`config.mk`:
```
export PLATFORM = sky130hd
export DESIGN_NAME = ad80305_rx_if_ddr_dcs_flat
export DESIGN_NICKNAME = d
export VERILOG_FILES = /design/src/rtl/ad80305_pkg.sv /design/src/rtl/ad80305_rx_if_ddr_dcs_if.sv /design/src/rtl/ad80305_lvds_beat_align.sv /design/src/rtl/ad80305_rx_if_ddr_dcs.sv /design/src/flat_wrapper.sv
export SDC_FILE = /design/constraint.sdc
export NUM_CORES = 1
export LEC_CHECK = 0
export CAP_MARGIN = 0
export CELL_PAD_IN_SITES_DETAIL_PLACEMENT = 1
export CELL_PAD_IN_SITES_GLOBAL_PLACEMENT = 1
export CORE_UTILIZATION = 55
export CTS_CLUSTER_SIZE = 10
export DETAILED_ROUTE_END_ITERATION = 8
export DONT_BUFFER_PORTS = 1
export PLACE_DENSITY = 0.83
export SLEW_MARGIN = 0
export SYNTH_ARGS = -nofsm -noshare
export SYNTH_HDL_FRONTEND = slang
export SYNTH_SLANG_ARGS = --single-unit
```
`constraint.sdc`:
```
create_clock -name i_fpga_clk -period 3.2 [get_ports i_fpga_clk]
set_input_delay 0.32 -clock i_fpga_clk [delete_from_list [all_inputs] [get_ports i_fpga_clk]]
set_output_delay 0.32 -clock i_fpga_clk [all_outputs]
set_load 0.03 [all_outputs]
```
`src/rtl/ad80305_pkg.sv`:
```
// Shared definitions for the AD80305 receive interface: state encoding,
// beat/sample widths and the per-beat frame pattern.
package ad80305_pkg;

    typedef enum logic [1:0] {
        ST_HUNT   = 2'd0,
        ST_SYNC   = 2'd1,
        ST_LOCKED = 2'd2
    } rx_state_t;

    localparam int HALF_W   = 6;
    localparam int SAMPLE_W = 12;

    // Frame bit expected on beats b0..b3, b0 in the MSB.
    localparam logic [3:0] FRAME_PATTERN = 4'b1100;

    // Frame bit expected for a given beat index.
    function automatic logic expected_frame(input logic [1:0] idx);
        return FRAME_PATTERN[2'd3 - idx];
    endfunction

endpackage

```
`src/rtl/ad80305_rx_if_ddr_dcs_if.sv`:
```
// Beat input bus and reassembled sample outputs of the receive interface.
interface ad80305_rx_if_ddr_dcs_if;
    import ad80305_pkg::*;

    logic                i_rx_valid;
    logic                i_rx_frame;
    logic [HALF_W-1:0]   i_rx_data;
    logic                o_iqdata_fp;
    logic [SAMPLE_W-1:0] o_idata;
    logic [SAMPLE_W-1:0] o_qdata;
    logic                o_lock;
    logic                o_frame_err;

    modport master (
        output i_rx_valid, i_rx_frame, i_rx_data,
        input  o_iqdata_fp, o_idata, o_qdata, o_lock, o_frame_err
    );

    modport slave (
        input  i_rx_valid, i_rx_frame, i_rx_data,
        output o_iqdata_fp, o_idata, o_qdata, o_lock, o_frame_err
    );
endinterface

```
`src/rtl/ad80305_lvds_beat_align.sv`:
```
// Beat alignment: detects the 0->1 frame edge that marks b0, tracks the beat
// index across valid beats and flags beats whose frame bit breaks the pattern.
module ad80305_lvds_beat_align
    import ad80305_pkg::*;
(
    input  logic       clk,
    input  logic       rst_n,
    input  logic       valid,
    input  logic       frame,
    output logic [1:0] beat_idx,
    output logic       beat_edge,
    output logic       beat_err
);

    // idx_r holds the index the next valid beat will take.
    logic [1:0] idx_r;
    logic       prev_frame_r;

    // Classify the current beat: index, b0 edge and pattern mismatch.
    always_comb begin
        beat_edge = 1'b0;
        beat_idx  = idx_r;
        beat_err  = 1'b0;
        if (valid) begin
            beat_edge = frame & ~prev_frame_r;
            if (beat_edge) begin
                beat_idx = 2'd0;
            end else begin
                beat_idx = idx_r;
            end
            beat_err = (frame != expected_frame(beat_idx));
        end else begin
            beat_edge = 1'b0;
            beat_err  = 1'b0;
        end
    end

    // Advance the index and remember the frame bit on every valid beat only.
    always_ff @(posedge clk or negedge rst_n) begin
        if (!rst_n) begin
            idx_r        <= 2'd0;
            prev_frame_r <= 1'b0;
        end else if (valid) begin
            idx_r        <= beat_idx + 2'd1;
            prev_frame_r <= frame;
        end
    end

endmodule

```
`src/rtl/ad80305_rx_if_ddr_dcs.sv`:
```
// AD80305 receive interface: reassembles 12-bit I/Q samples from four 6-bit
// DDR beats, hunts for frame alignment and only emits samples while locked.
module ad80305_rx_if_ddr_dcs
    import ad80305_pkg::*;
#(
    parameter int LOCK_CNT = 4,
    parameter int TIMEOUT  = 16
)(
    input  logic                      i_fpga_clk,
    input  logic                      i_fpga_rst,
    ad80305_rx_if_ddr_dcs_if.slave    rx
);

    localparam int LC_W  = $clog2(LOCK_CNT + 1);
    localparam int TMO_W = $clog2(TIMEOUT + 1);

    logic [1:0]          beat_idx_s;
    logic                beat_edge_s;
    logic                beat_err_s;

    rx_state_t           state_r;
    logic [LC_W-1:0]     good_cnt_r;
    logic [TMO_W-1:0]    tmo_cnt_r;
    logic [HALF_W-1:0]   i_hi_r;
    logic [HALF_W-1:0]   q_hi_r;
    logic [HALF_W-1:0]   i_lo_r;
    logic                strobe_r;
    logic [SAMPLE_W-1:0] idata_r;
    logic [SAMPLE_W-1:0] qdata_r;
    logic                lock_r;
    logic                frame_err_r;

    ad80305_lvds_beat_align u_align (
        .clk       (i_fpga_clk),
        .rst_n     (i_fpga_rst),
        .valid     (rx.i_rx_valid),
        .frame     (rx.i_rx_frame),
        .beat_idx  (beat_idx_s),
        .beat_edge (beat_edge_s),
        .beat_err  (beat_err_s)
    );

    // Capture the first three half-words; b3 is used straight off the bus.
    always_ff @(posedge i_fpga_clk or negedge i_fpga_rst) begin
        if (!i_fpga_rst) begin
            i_hi_r <= '0;
            q_hi_r <= '0;
            i_lo_r <= '0;
        end else if (rx.i_rx_valid) begin
            case (beat_idx_s)
                2'd0:    i_hi_r <= rx.i_rx_data;
                2'd1:    q_hi_r <= rx.i_rx_data;
                2'd2:    i_lo_r <= rx.i_rx_data;
                default: ;
            endcase
        end
    end

    // Idle-cycle counter; saturates and restarts on every valid beat.
    always_ff @(posedge i_fpga_clk or negedge i_fpga_rst) begin
        if (!i_fpga_rst) begin
            tmo_cnt_r <= '0;
        end else if (rx.i_rx_valid) begin
            tmo_cnt_r <= '0;
        end else if (tmo_cnt_r != TMO_W'(TIMEOUT)) begin
            tmo_cnt_r <= tmo_cnt_r + TMO_W'(1);
        end
    end

    // Lock FSM with registered lock/error/strobe and sample outputs.
    // In SYNC and LOCKED any bad beat leaves immediately, so a b3 reached in
    // those states always completes a clean sample started on a b0.
    always_ff @(posedge i_fpga_clk or negedge i_fpga_rst) begin
        if (!i_fpga_rst) begin
            state_r     <= ST_HUNT;
            good_cnt_r  <= '0;
            strobe_r    <= 1'b0;
            idata_r     <= '0;
            qdata_r     <= '0;
            lock_r      <= 1'b0;
            frame_err_r <= 1'b0;
        end else begin
            strobe_r    <= 1'b0;
            frame_err_r <= 1'b0;
            case (state_r)
                ST_HUNT: begin
                    if (beat_edge_s) begin
                        state_r    <= ST_SYNC;
                        good_cnt_r <= '0;
                    end
                end
                ST_SYNC: begin
                    if (beat_err_s) begin
                        state_r <= ST_HUNT;
                    end else if (rx.i_rx_valid && (beat_idx_s == 2'd3)) begin
                        if (good_cnt_r == LC_W'(LOCK_CNT - 1)) begin
                            state_r  <= ST_LOCKED;
                            lock_r   <= 1'b1;
                            strobe_r <= 1'b1;
                            idata_r  <= {i_hi_r, i_lo_r};
                            qdata_r  <= {q_hi_r, rx.i_rx_data};
                        end
                        good_cnt_r <= good_cnt_r + LC_W'(1);
                    end
                end
                ST_LOCKED: begin
                    if (beat_err_s) begin
                        state_r     <= ST_HUNT;
                        lock_r      <= 1'b0;
                        frame_err_r <= 1'b1;
                    end else if (rx.i_rx_valid && (beat_idx_s == 2'd3)) begin
                        strobe_r <= 1'b1;
                        idata_r  <= {i_hi_r, i_lo_r};
                        qdata_r  <= {q_hi_r, rx.i_rx_data};
                    end else if (!rx.i_rx_valid &&
                                 (tmo_cnt_r == TMO_W'(TIMEOUT - 1))) begin
                        state_r     <= ST_HUNT;
                        lock_r      <= 1'b0;
                        frame_err_r <= 1'b1;
                    end
                end
                default: begin
                    state_r <= ST_HUNT;
                    lock_r  <= 1'b0;
                end
            endcase
        end
    end

    assign rx.o_iqdata_fp = strobe_r;
    assign rx.o_idata     = idata_r;
    assign rx.o_qdata     = qdata_r;
    assign rx.o_lock      = lock_r;
    assign rx.o_frame_err = frame_err_r;

endmodule

```
`src/flat_wrapper.sv`:
```
// flat-port wrapper written by rule: the top's interface ports become plain ports
module ad80305_rx_if_ddr_dcs_flat import ad80305_pkg::*;
#(
    parameter int LOCK_CNT = 4,
    parameter int TIMEOUT  = 16
)
  (i_fpga_clk, i_fpga_rst, rx_i_rx_valid, rx_i_rx_frame, rx_i_rx_data, rx_o_iqdata_fp, rx_o_idata, rx_o_qdata, rx_o_lock, rx_o_frame_err);
  ad80305_rx_if_ddr_dcs_if rx_i ();
  input  logic i_fpga_clk;
  input  logic i_fpga_rst;
  input wire logic [$bits(rx_i.i_rx_valid)-1:0] rx_i_rx_valid;
  input wire logic [$bits(rx_i.i_rx_frame)-1:0] rx_i_rx_frame;
  input wire logic [$bits(rx_i.i_rx_data)-1:0] rx_i_rx_data;
  output wire logic [$bits(rx_i.o_iqdata_fp)-1:0] rx_o_iqdata_fp;
  output wire logic [$bits(rx_i.o_idata)-1:0] rx_o_idata;
  output wire logic [$bits(rx_i.o_qdata)-1:0] rx_o_qdata;
  output wire logic [$bits(rx_i.o_lock)-1:0] rx_o_lock;
  output wire logic [$bits(rx_i.o_frame_err)-1:0] rx_o_frame_err;
  assign rx_i.i_rx_valid = rx_i_rx_valid;
  assign rx_i.i_rx_frame = rx_i_rx_frame;
  assign rx_i.i_rx_data = rx_i_rx_data;
  assign rx_o_iqdata_fp = rx_i.o_iqdata_fp;
  assign rx_o_idata = rx_i.o_idata;
  assign rx_o_qdata = rx_i.o_qdata;
  assign rx_o_lock = rx_i.o_lock;
  assign rx_o_frame_err = rx_i.o_frame_err;
  ad80305_rx_if_ddr_dcs #(.LOCK_CNT(LOCK_CNT), .TIMEOUT(TIMEOUT)) u_core (.i_fpga_clk(i_fpga_clk), .i_fpga_rst(i_fpga_rst), .rx(rx_i));
endmodule
```
### Word level (Yosys, flattened, before mapping)

Index checks and enable logic that the tools add are counted.

* flip-flop bits (word level): 58
* bits of input ports: 10
* output and inout port bits: 27
* logic and storage cells: 105

* add/subtract/negate cells: 4
* order comparisons: 1
* eq/ne operators: 19
* muxes and demuxes: 50
* bitwise gates (word level): 3
* reduce and logical (&&, ||, !) cells: 15

Operators with widths (number)
* two-way mux 12 bit: 10
* one-hot mux 12 bit (2 select lines): 2
* two-way mux 2 bit: 10
* two-way mux 1 bit: 18
* AND reduction 6 bit: 2
* two-way mux 5 bit: 2
* two-way mux 3 bit: 3
* inequality test 3 x 1 -> 1 bit, second input constant: 3
* inequality test 2 x 1 -> 1 bit, second input constant: 4
* == test 2 bit, second input constant: 3
* one-hot mux 2 bit (3 select lines): 1
* one-hot mux 3 bit (2 select lines): 1
* AND reduction 2 bit: 3
* nonzero test 2 bit: 3
* adder 5 x 1 -> 5 bit, second input constant: 1
* == test 5 x 4 -> 1 bit, second input constant: 1
* inequality test 5 bit, second input constant: 1
* AND reduction 5 bit: 1
* == test 2 x 1 -> 1 bit, second input constant: 2
* zero test 2 bit: 2
* inequality test 2 bit, second input constant: 2
* AND reduction 4 bit: 1
* adder 3 x 1 -> 3 bit, second input constant: 1
* == test 3 x 2 -> 1 bit, second input constant: 1
* other kinds (12): 14

### Longest topological paths before layout

Gate-level depths: netlist of the first run.

* word-level depth: 11
* mapped depth: 9
* gate-level depth less buffers: 7

### Cells and area by module

From an unflattened synthesis of the first run, not the netlist that was laid out.

* cell total of the unflattened synthesis: 185
* area, all modules: 2521.2 µm²

By module, submodules not included
* ad80305_rx_if_ddr_dcs: instances 1, cells an instance 166, area each 2352.3 µm², sequential area each 1376.3 µm²
* ad80305_lvds_beat_align: instances 1, cells an instance 19, area each 168.9 µm², sequential area each 75.1 µm²

### Worst setup path before layout of the first run

Ideal clock, no wire load.

* path type: input-to-reg
* from: input port rx_i_rx_valid
* to: register u_core.idata_r[10] (netlist: u_core.rx.o_idata[10])
* setup time: 0.125 ns
* data arrival time: 1.920 ns
* data required time: 3.075 ns
* path slack: 1.155 ns
* cell stages on the path: 9
* buffers on the path: 2
* cells stage by stage: buf_2 nand3b_1 and2_1 ha_1 o211ai_2 nand2b_4 nor2_8 buf_12 mux2_4

* word-level cells in the longest chain between the ends: 5
* elaborated cells on any way between the ends: 9
* those cells by class: eq/ne: 5; mux: 2; reduce/logical: 2

RTL lines
* start, declared: RTL line flat_wrapper.sv:11 `input wire logic [$bits(rx_i.i_rx_valid)-1:0] rx_i_rx_valid;`
* two-way mux 2 bit: RTL line ad80305_lvds_beat_align.sv:24 `if (valid) begin`
* == test 2 bit: RTL line ad80305_rx_if_ddr_dcs.sv:95, ad80305_rx_if_ddr_dcs.sv:111
* logical AND 1 bit: RTL line ad80305_rx_if_ddr_dcs.sv:95, ad80305_rx_if_ddr_dcs.sv:111
* inequality test 2 x 1 -> 1 bit (no line)
* AND reduction 6 bit (no line) *
* end signal, assigned: RTL line ad80305_rx_if_ddr_dcs.sv:100 `idata_r <= {i_hi_r, i_lo_r};`
* end signal, assigned: RTL line ad80305_rx_if_ddr_dcs.sv:113 `idata_r <= {i_hi_r, i_lo_r};`
* end, declared: RTL line ad80305_rx_if_ddr_dcs.sv:28 `logic [SAMPLE_W-1:0] idata_r;`

Every way passes the cells marked *; elsewhere a longest branch is shown, timed or not.
A chain may end at the register's enable or synchronous reset.

### Worst setup path after layout of the first run

* from: register u_core.u_align.prev_frame_r
* to: register u_core.idata_r[3] (netlist: u_core.rx.o_idata[3])

* word-level cells in the longest chain between the ends: 11
* elaborated cells on any way between the ends: 17
* those cells by class: add/sub: 1; eq/ne: 6; mux: 6; bitwise: 2; reduce/logical: 2

RTL lines
* start, declared: RTL line ad80305_lvds_beat_align.sv:17 `logic prev_frame_r;`
* start signal, assigned: RTL line ad80305_lvds_beat_align.sv:45 `prev_frame_r <= frame;`
* NOT 1 bit *: RTL line ad80305_lvds_beat_align.sv:25 `beat_edge = frame & ~prev_frame_r;`
* AND 1 bit *: RTL line ad80305_lvds_beat_align.sv:25
* two-way mux 2 bit *: RTL line ad80305_lvds_beat_align.sv:26 `if (beat_edge) begin`
* two-way mux 2 bit *: RTL line ad80305_lvds_beat_align.sv:24
* subtractor 2 bit: RTL line ad80305_pkg.sv:19 `return FRAME_PATTERN[2'd3 - idx];`
* binary-select mux 1 bit (select 2 bit): RTL line ad80305_pkg.sv:19
* two-way mux 1 bit (not written as such): RTL line ad80305_pkg.sv:19
* inequality test 1 bit: RTL line ad80305_lvds_beat_align.sv:31 `beat_err = (frame != expected_frame(beat_idx));`
* two-way mux 1 bit: RTL line ad80305_lvds_beat_align.sv:24
* inequality test 2 bit (no line)
* AND reduction 6 bit (no line) *

Every way passes the cells marked *; elsewhere a longest branch is shown, timed or not. The select of a mux whose other input is x is not followed.

==> results of run 1 <==
==> kinds of logic (layout without fill, tap and decap cells) <==
family                   Yosys count  count (layout)  share of synthesized area, %
XOR/XNOR                           3               3                        0.9760
multiplexers                      46              46                         21.93
buffers and inverters             15              27                         3.439
adder cells (fa/ha/maj)           12              12                         5.576
AND/OR/NAND/NOR                   38              38                         8.644
flip-flops                        58              58                         53.90
AO/OA/AOI/OAI                     23              23                         5.530
==> per-stage QoR <==
stage	setup WS [ps]	utilization (%)
6_report	802.3	61.62
4_1_cts	766.1	61.62
5_1_grt	608.0	61.62
2_1_floorplan	1155	-
3_3_place_gp	945.4	57.62
3_5_place_dp	789.2	57.62
==> timing repair <==
item / 4_1_cts / 5_1_grt
resized for setup: 0 / 0
hold endpoints to repair: 58 / 0
buffers inserted: 0 / 0
setup endpoints to repair: 0 / 0
hold buffers: 2 / 0
==> layout make-up <==
class / instances / share of cell area (%)
flip-flops and latches: 58 / 49.87
well taps: 67 / 2.880
multi-input cells: 122 / 39.47
clock buffers: 11 / 4.514
repair buffers: 2 / 1.290
inverters: 10 / 1.290
clock inverters: 4 / 0.6879
==> layout by cell type (no fill, tap or decap), types with 2 or more instances in the layout <==
cell type  synthesis  layout
o21ai_0            6       6
a31oi_1            3       3
nand3_1            7       7
mux2i_1            2       2
inv_1             10      10
mux2_4            20      20
and2_1             3       3
dfrtp_1           58      58
clkinv_2           0       4
nand2_1            7       7
clkbuf_1           0       2
a21oi_1            6       6
o21a_1             2       2
nor2_1             6       6
mux2_2            24      24
ha_1              12      12
clkbuf_8           0       9
xnor2_1            2       2
nor3b_1            2       2
==> path summary, 6_finish.rpt <==
kind / to / slack (ps) / depth (start not counted)
setup / recovery: u_core.rx.o_idata[3]$_DFFE_PN0P_ / 800 / 7
hold / removal: u_core.tmo_cnt_r[4]$_DFFE_PN0P_ / 50 / 1
setup reg to reg: u_core.rx.o_idata[3]$_DFFE_PN0P_ / 800 / 7
hold reg to reg: u_core.u_align.idx_r[0]$_DFFE_PN0P_ / 500 / 1
max in group asynchronous: u_core.tmo_cnt_r[4]$_DFFE_PN0P_ / 2440 / 2
min in group asynchronous: u_core.rx.o_qdata[8]$_DFFE_PN0P_ / 510 / 2
==> sequential cells by signal, summed over array words and instances (netlist names) <==
| signal | flops |
|---|---|
| u_core.good_cnt_r | 3 |
| u_core.i_hi_r | 6 |
| u_core.i_lo_r | 6 |
| u_core.q_hi_r | 6 |
| u_core.rx.o_frame_err | 1 |
| u_core.rx.o_idata | 12 |
| u_core.rx.o_iqdata_fp | 1 |
| u_core.rx.o_lock | 1 |
| u_core.rx.o_qdata | 12 |
| u_core.state_r | 2 |
| u_core.tmo_cnt_r | 5 |
| u_core.u_align.idx_r | 2 |
| u_core.u_align.prev_frame_r | 1 |
==> worst max-delay path, cell delays in order, from the launching register on <==
cell,delay (ps)
dfrtp_1,390
nand3b_1,250
and2_1,220
ha_1,200
o211ai_2,130
nand2b_4,210
nor2_8,480
mux2_2,390
==> metal layers <==
layer	vias to the layer above	share of wire, %	wire length (um)
met4	0	0.99	56
li1	702	-	-
met5	-	0	0
met2	37	50	2842
met1	799	45	2520
met3	5	3.7	209
==> power by group through the flow <==
stage / clock network (mW) / registers (mW) / logic (mW)
floorplan: 0 / 1.45 / 0.578
detailed placement: 0 / 1.53 / 0.686
global placement: 0 / 1.50 / 0.626
CTS: 0.551 / 1.52 / 0.714
finish: 0.556 / 1.53 / 0.718
global route: 0.598 / 1.56 / 0.789
==> flow_summary.json, run 1 <==
{
  "outcome": "finished clean",
  "avgSynthCellArea_um2": 13.81,
  "register_area_um2": 1451,
  "clock_path_buffers": 2,
  "yosysSeqAreaShare_pct": 53.90,
  "end_kind": "flip-flop",
  "start_util_pct": 57.01,
  "setup-violations-final": 0,
  "grt_pass1_wl_mm": 9.156,
  "async_flop_share_pct": 100.0,
  "synth_nets": 217,
  "synth-main-ff-cell": "dfrtp_1",
  "num-fill-cells": 460,
  "multi_input_area_um2": 1149,
  "startpoint": "u_core.u_align.prev_frame_r$_DFFE_PN0P_",
  "dpl_cell_area_um2": 2721,
  "total_power_mw": 2.806,
  "rsz0062_at_grt": "false",
  "grtUsageMet3_pct": 7.083,
  "drt_iter0_drc": 95,
  "fp.dieW_um": 71.97,
  "synth_seq_cells": 58,
  "instances_no_fill": 274,
  "ir_worst_vdd_uv": 406.6,
  "critPathRequiredTime_ps": 3420,
  "max-cap-violations": 0,
  "first_pass_iters": 4,
  "synth_area_um2": 2693,
  "insertion_delay_ps": 340,
  "cp-start-kind": "flip-flop",
  "gr-total-overflow": 0,
  "diodes": 0,
  "core-area_um2": 4723,
  "grt_pass1_vias": 1723,
  "critical_path_class": "reg -> reg",
  "holdWs_ps": 54.22,
  "min_from": "rx_i_rx_valid",
  "vias": 1543,
  "grt_usage_pct": 24.56,
  "root_buffer": "clkbuf_8",
  "use_met2_pct": 40.57,
  "die_h_um": 71.97,
  "dp.cells": 257,
  "synthTopCellsByCount": "dfrtp_1, mux2_2, mux2_4",
  "finalInstanceArea_um2": 2910,
  "p_leak_nw": 1.335,
  "power.net_switching_mw": 1.119,
  "power.share.combinational_pct": 25.6,
  "remaining_drc_errors": 0,
  "busiest_layer": "met2",
  "layout-drive-gt1-share_pct": 30.43,
  "synth_top_area_share_pct": 53.90,
  "syn_inst": 195,
  "p_per_area_nw_per_um2": 964.3,
  "swShare_pct": 39.88,
  "synth_edf_count": 0,
  "crit_arrival_ps": 2610,
  "via_per_inst": 5.631,
  "hold_violations": 0,
  "cts_tree": "yes",
  "drtAntennaViolNets": 0,
  "die_area_um2": 5180,
  "rows": 25,
  "clk_pin_slew_ps": 60,
  "min_period_ps": 2398,
  "worst-path-max-fanout": 24,
  "tns_ps": 0,
  "antenna_found_initial": 0,
  "cts_made_buffers": 9,
  "synth_area_leaders": "dfrtp_1, mux2_4, mux2_2, ha_1, buf_12",
  "cts_num_sinks": 58,
  "slew_headroom_pct": 63.02,
  "min_period_over_period_pct": 74.93,
  "gp_congestion": 0.7409,
  "tightest_slew_ps": 554.7,
  "wire_per_inst_um": 20.54,
  "r2r-start": "u_core.u_align.prev_frame_r$_DFFE_PN0P_",
  "seq_power_share_pct": 54.6,
  "area.growth.synth_to_final_pct": 8.085,
  "synth_most_common_cell": "dfrtp_1",
  "fin_worst_skew_ps": 13.51,
  "fmax_mhz": 417.1,
  "p_int_mw": 1.687,
  "grt_max_degree": 59,
  "hold_class": "in -> reg",
  "clkPwrFrac_pct": 19.8,
  "report.final.slew_viol_count": 0,
  "ys_types": 38,
  "grtUsageMet1_pct": 30.98,
  "dpl.hpwl_mm": 3.593,
  "port-buffer-count": 0,
  "io_pins": 37,
  "wl_mm": 5.629,
  "htreeDepth": 3,
  "nets": 225,
  "ys_warn_count": 0,
  "synth_largest_area_cell": "dfrtp_1"
}
Note: power is estimated with default switching activity, not from simulation.
==> inputs of run 2 (changes only) <==
- CORE_UTILIZATION: 55 -> 46
- PLACE_DENSITY: 0.83 -> 0.74
- clock period: 3.2 -> 2 ns (I/O delays scaled with it)
==> flow_summary.json, run 2 (same netlist as run 1, synthesis figures left out) <==
{
  "ir_worst_vdd_uv": 658.9,
  "remaining_drc_errors": 0,
  "fin_worst_skew_ps": 11.24,
  "min_period_over_period_pct": 97.14,
  "min_period_ps": 1943,
  "htreeDepth": 3,
  "cp-start-kind": "flip-flop",
  "grt_pass1_wl_mm": 9.515,
  "nets": 238,
  "diodes": 0,
  "insertion_delay_ps": 340,
  "swShare_pct": 37.39,
  "num-fill-cells": 548,
  "cts_made_buffers": 9,
  "worst_path_max_delay_cell": "dfrtp_1",
  "root_buffer": "clkbuf_8",
  "instances_no_fill": 293,
  "gr-total-overflow": 0,
  "via_per_inst": 5.392,
  "final_cell_mix": "dfrtp_1, mux2_2, mux2_4",
  "fmax_mhz": 514.7,
  "outcome": "finished clean",
  "layout_setup_ws_ps": 57.16,
  "slowest_delay_ps": 340,
  "wire_per_inst_um": 20.25,
  "tightest_slew_ps": 528.9,
  "drtAntennaViolNets": 0,
  "grt_max_degree": 59,
  "dp.cells": 269,
  "power.share.combinational_pct": 26.0,
  "setup-violations-final": 0,
  "grt_pass1_vias": 1815,
  "clkPwrFrac_pct": 25.0,
  "clock_path_buffers": 2,
  "cts_tree": "yes",
  "crit_arrival_ps": 2160,
  "hold_violations": 0,
  "p_leak_nw": 1.444,
  "gp_congestion": 0.8777,
  "utilization_pct": 56.95,
  "core-area_um2": 5574,
  "dpl.hpwl_mm": 3.697,
  "layout-drive-gt1-share_pct": 35.75,
  "critPathRequiredTime_ps": 2220,
  "fp.dieW_um": 78.51,
  "end_kind": "flip-flop",
  "antenna_found_initial": 0,
  "area.growth.synth_to_final_pct": 17.89,
  "first_pass_iters": 4,
  "seq_power_share_pct": 49.0,
  "port-buffer-count": 0,
  "p_int_mw": 3.094,
  "slew_headroom_pct": 64.65,
  "grt_usage_pct": 20.70,
  "p_per_area_nw_per_um2": 1557,
  "clk_pin_slew_ps": 70,
  "critical_path_class": "reg -> reg",
  "dp_slack_ps": -54.59,
  "start_util_pct": 48.31,
  "worst-path-max-fanout": 6,
  "rows": 27,
  "layout_commonest_cell": "dfrtp_1",
  "power.net_switching_mw": 1.848,
  "io_pins": 37,
  "drt_iter0_drc": 65,
  "die_area_um2": 6163,
  "hold_class": "in -> reg",
  "vias": 1580,
  "path_cells": "nand3b_1 -> and2_4 -> ha_4 -> o211ai_4 -> nand2b_4 -> nor2_8 -> buf_12 -> mux2_2",
  "wl_mm": 5.934,
  "max-cap-violations": 0,
  "cts_num_sinks": 58,
  "report.final.slew_viol_count": 0,
  "holdWs_ps": 7.431,
  "die_h_um": 78.51
}
## run 2: changes by cell type in the layout (fill, tap and decap cells not counted), moves of 2 or more
| cell | delta |
|---|---|
| clkbuf_1 | -2 |
| and2_4 | +2 |
| dlygate4sd3_1 | +3 |
| clkinv_4 | +2 |
| and2_1 | -2 |
| buf_4 | +7 |
| clkinv_2 | -3 |
| bufinv_16 | +2 |
## run 2: area by class of cell
cell class | count | area [um2] | area share [%]
repair buffers | 15 | 192.7 | 6.070
well taps | 72 | 90.09 | 2.838
flip-flops and latches | 58 | 1451 | 45.72
inverters | 10 | 37.54 | 1.183
multi-input cells | 122 | 1175 | 37.01
clock buffers | 10 | 137.6 | 4.336
clock inverters | 6 | 90.09 | 2.838
## run 2: repair_timing
action	CTS	global route
cloned	1	1
endpoints found under the setup margin	24	24
pin swaps	2	1
setup buffers	0	1
resized for setup	5	1
hold endpoints to repair	66	0
hold buffers	5	0
## run 2: metal layers
metal	wire length, um	global-route usage [%]	vias to the layer above
li1	-	-	736
met3	210	4.651	11
met5	0	0	-
met2	3054	35.74	30
met1	2584	24.85	803
met4	84	8.333	0
## run 2: worst paths after layout
kind	start	endpoint	slack, ps	cells past startpoint
hold / removal	rx_i_rx_data[4]	u_core.i_hi_r[4]$_DFFE_PN0P_	7	1
hold reg to reg	u_core.q_hi_r[3]$_DFFE_PN0P_	u_core.rx.o_qdata[9]$_DFFE_PN0P_	510	1
setup / recovery	u_core.u_align.prev_frame_r$_DFFE_PN0P_	u_core.rx.o_idata[0]$_DFFE_PN0P_	60	8
max in group asynchronous	i_fpga_rst	u_core.good_cnt_r[0]$_DFFE_PN0P_	1360	2
min in group asynchronous	i_fpga_rst	u_core.rx.o_idata[4]$_DFFE_PN0P_	400	2
setup reg to reg	u_core.u_align.prev_frame_r$_DFFE_PN0P_	u_core.rx.o_idata[0]$_DFFE_PN0P_	60	8
## run 2: per-stage QoR
stage	TNS [ps]	total power, mW	area, um2
global route	-20.93	5.187	3174
finish	0	4.943	3174
CTS	0	4.906	3132
detailed placement	-459.3	3.585	2793
floorplan	0	3.246	2693
global placement	0	3.466	2793
## run 2: power groups by stage
stage	Combinational [mW]	Sequential [mW]	Clock [mW]
floorplan	0.925	2.32	0
global placement	1.07	2.39	0
detailed placement	1.16	2.43	0
CTS	1.25	2.42	1.23
global route	1.41	2.48	1.30
finish	1.29	2.42	1.24
## run 2: critical path, delay by kind of cell, from the launching register on
| kind | cells | cell delay (ps) |
|---|---|---|
| simple gates | 4 | 740 |
| mux | 1 | 340 |
| buf+inv | 1 | 150 |
| flops | 1 | 340 |
| fa+ha+maj | 1 | 150 |
| compound gates | 1 | 90 |
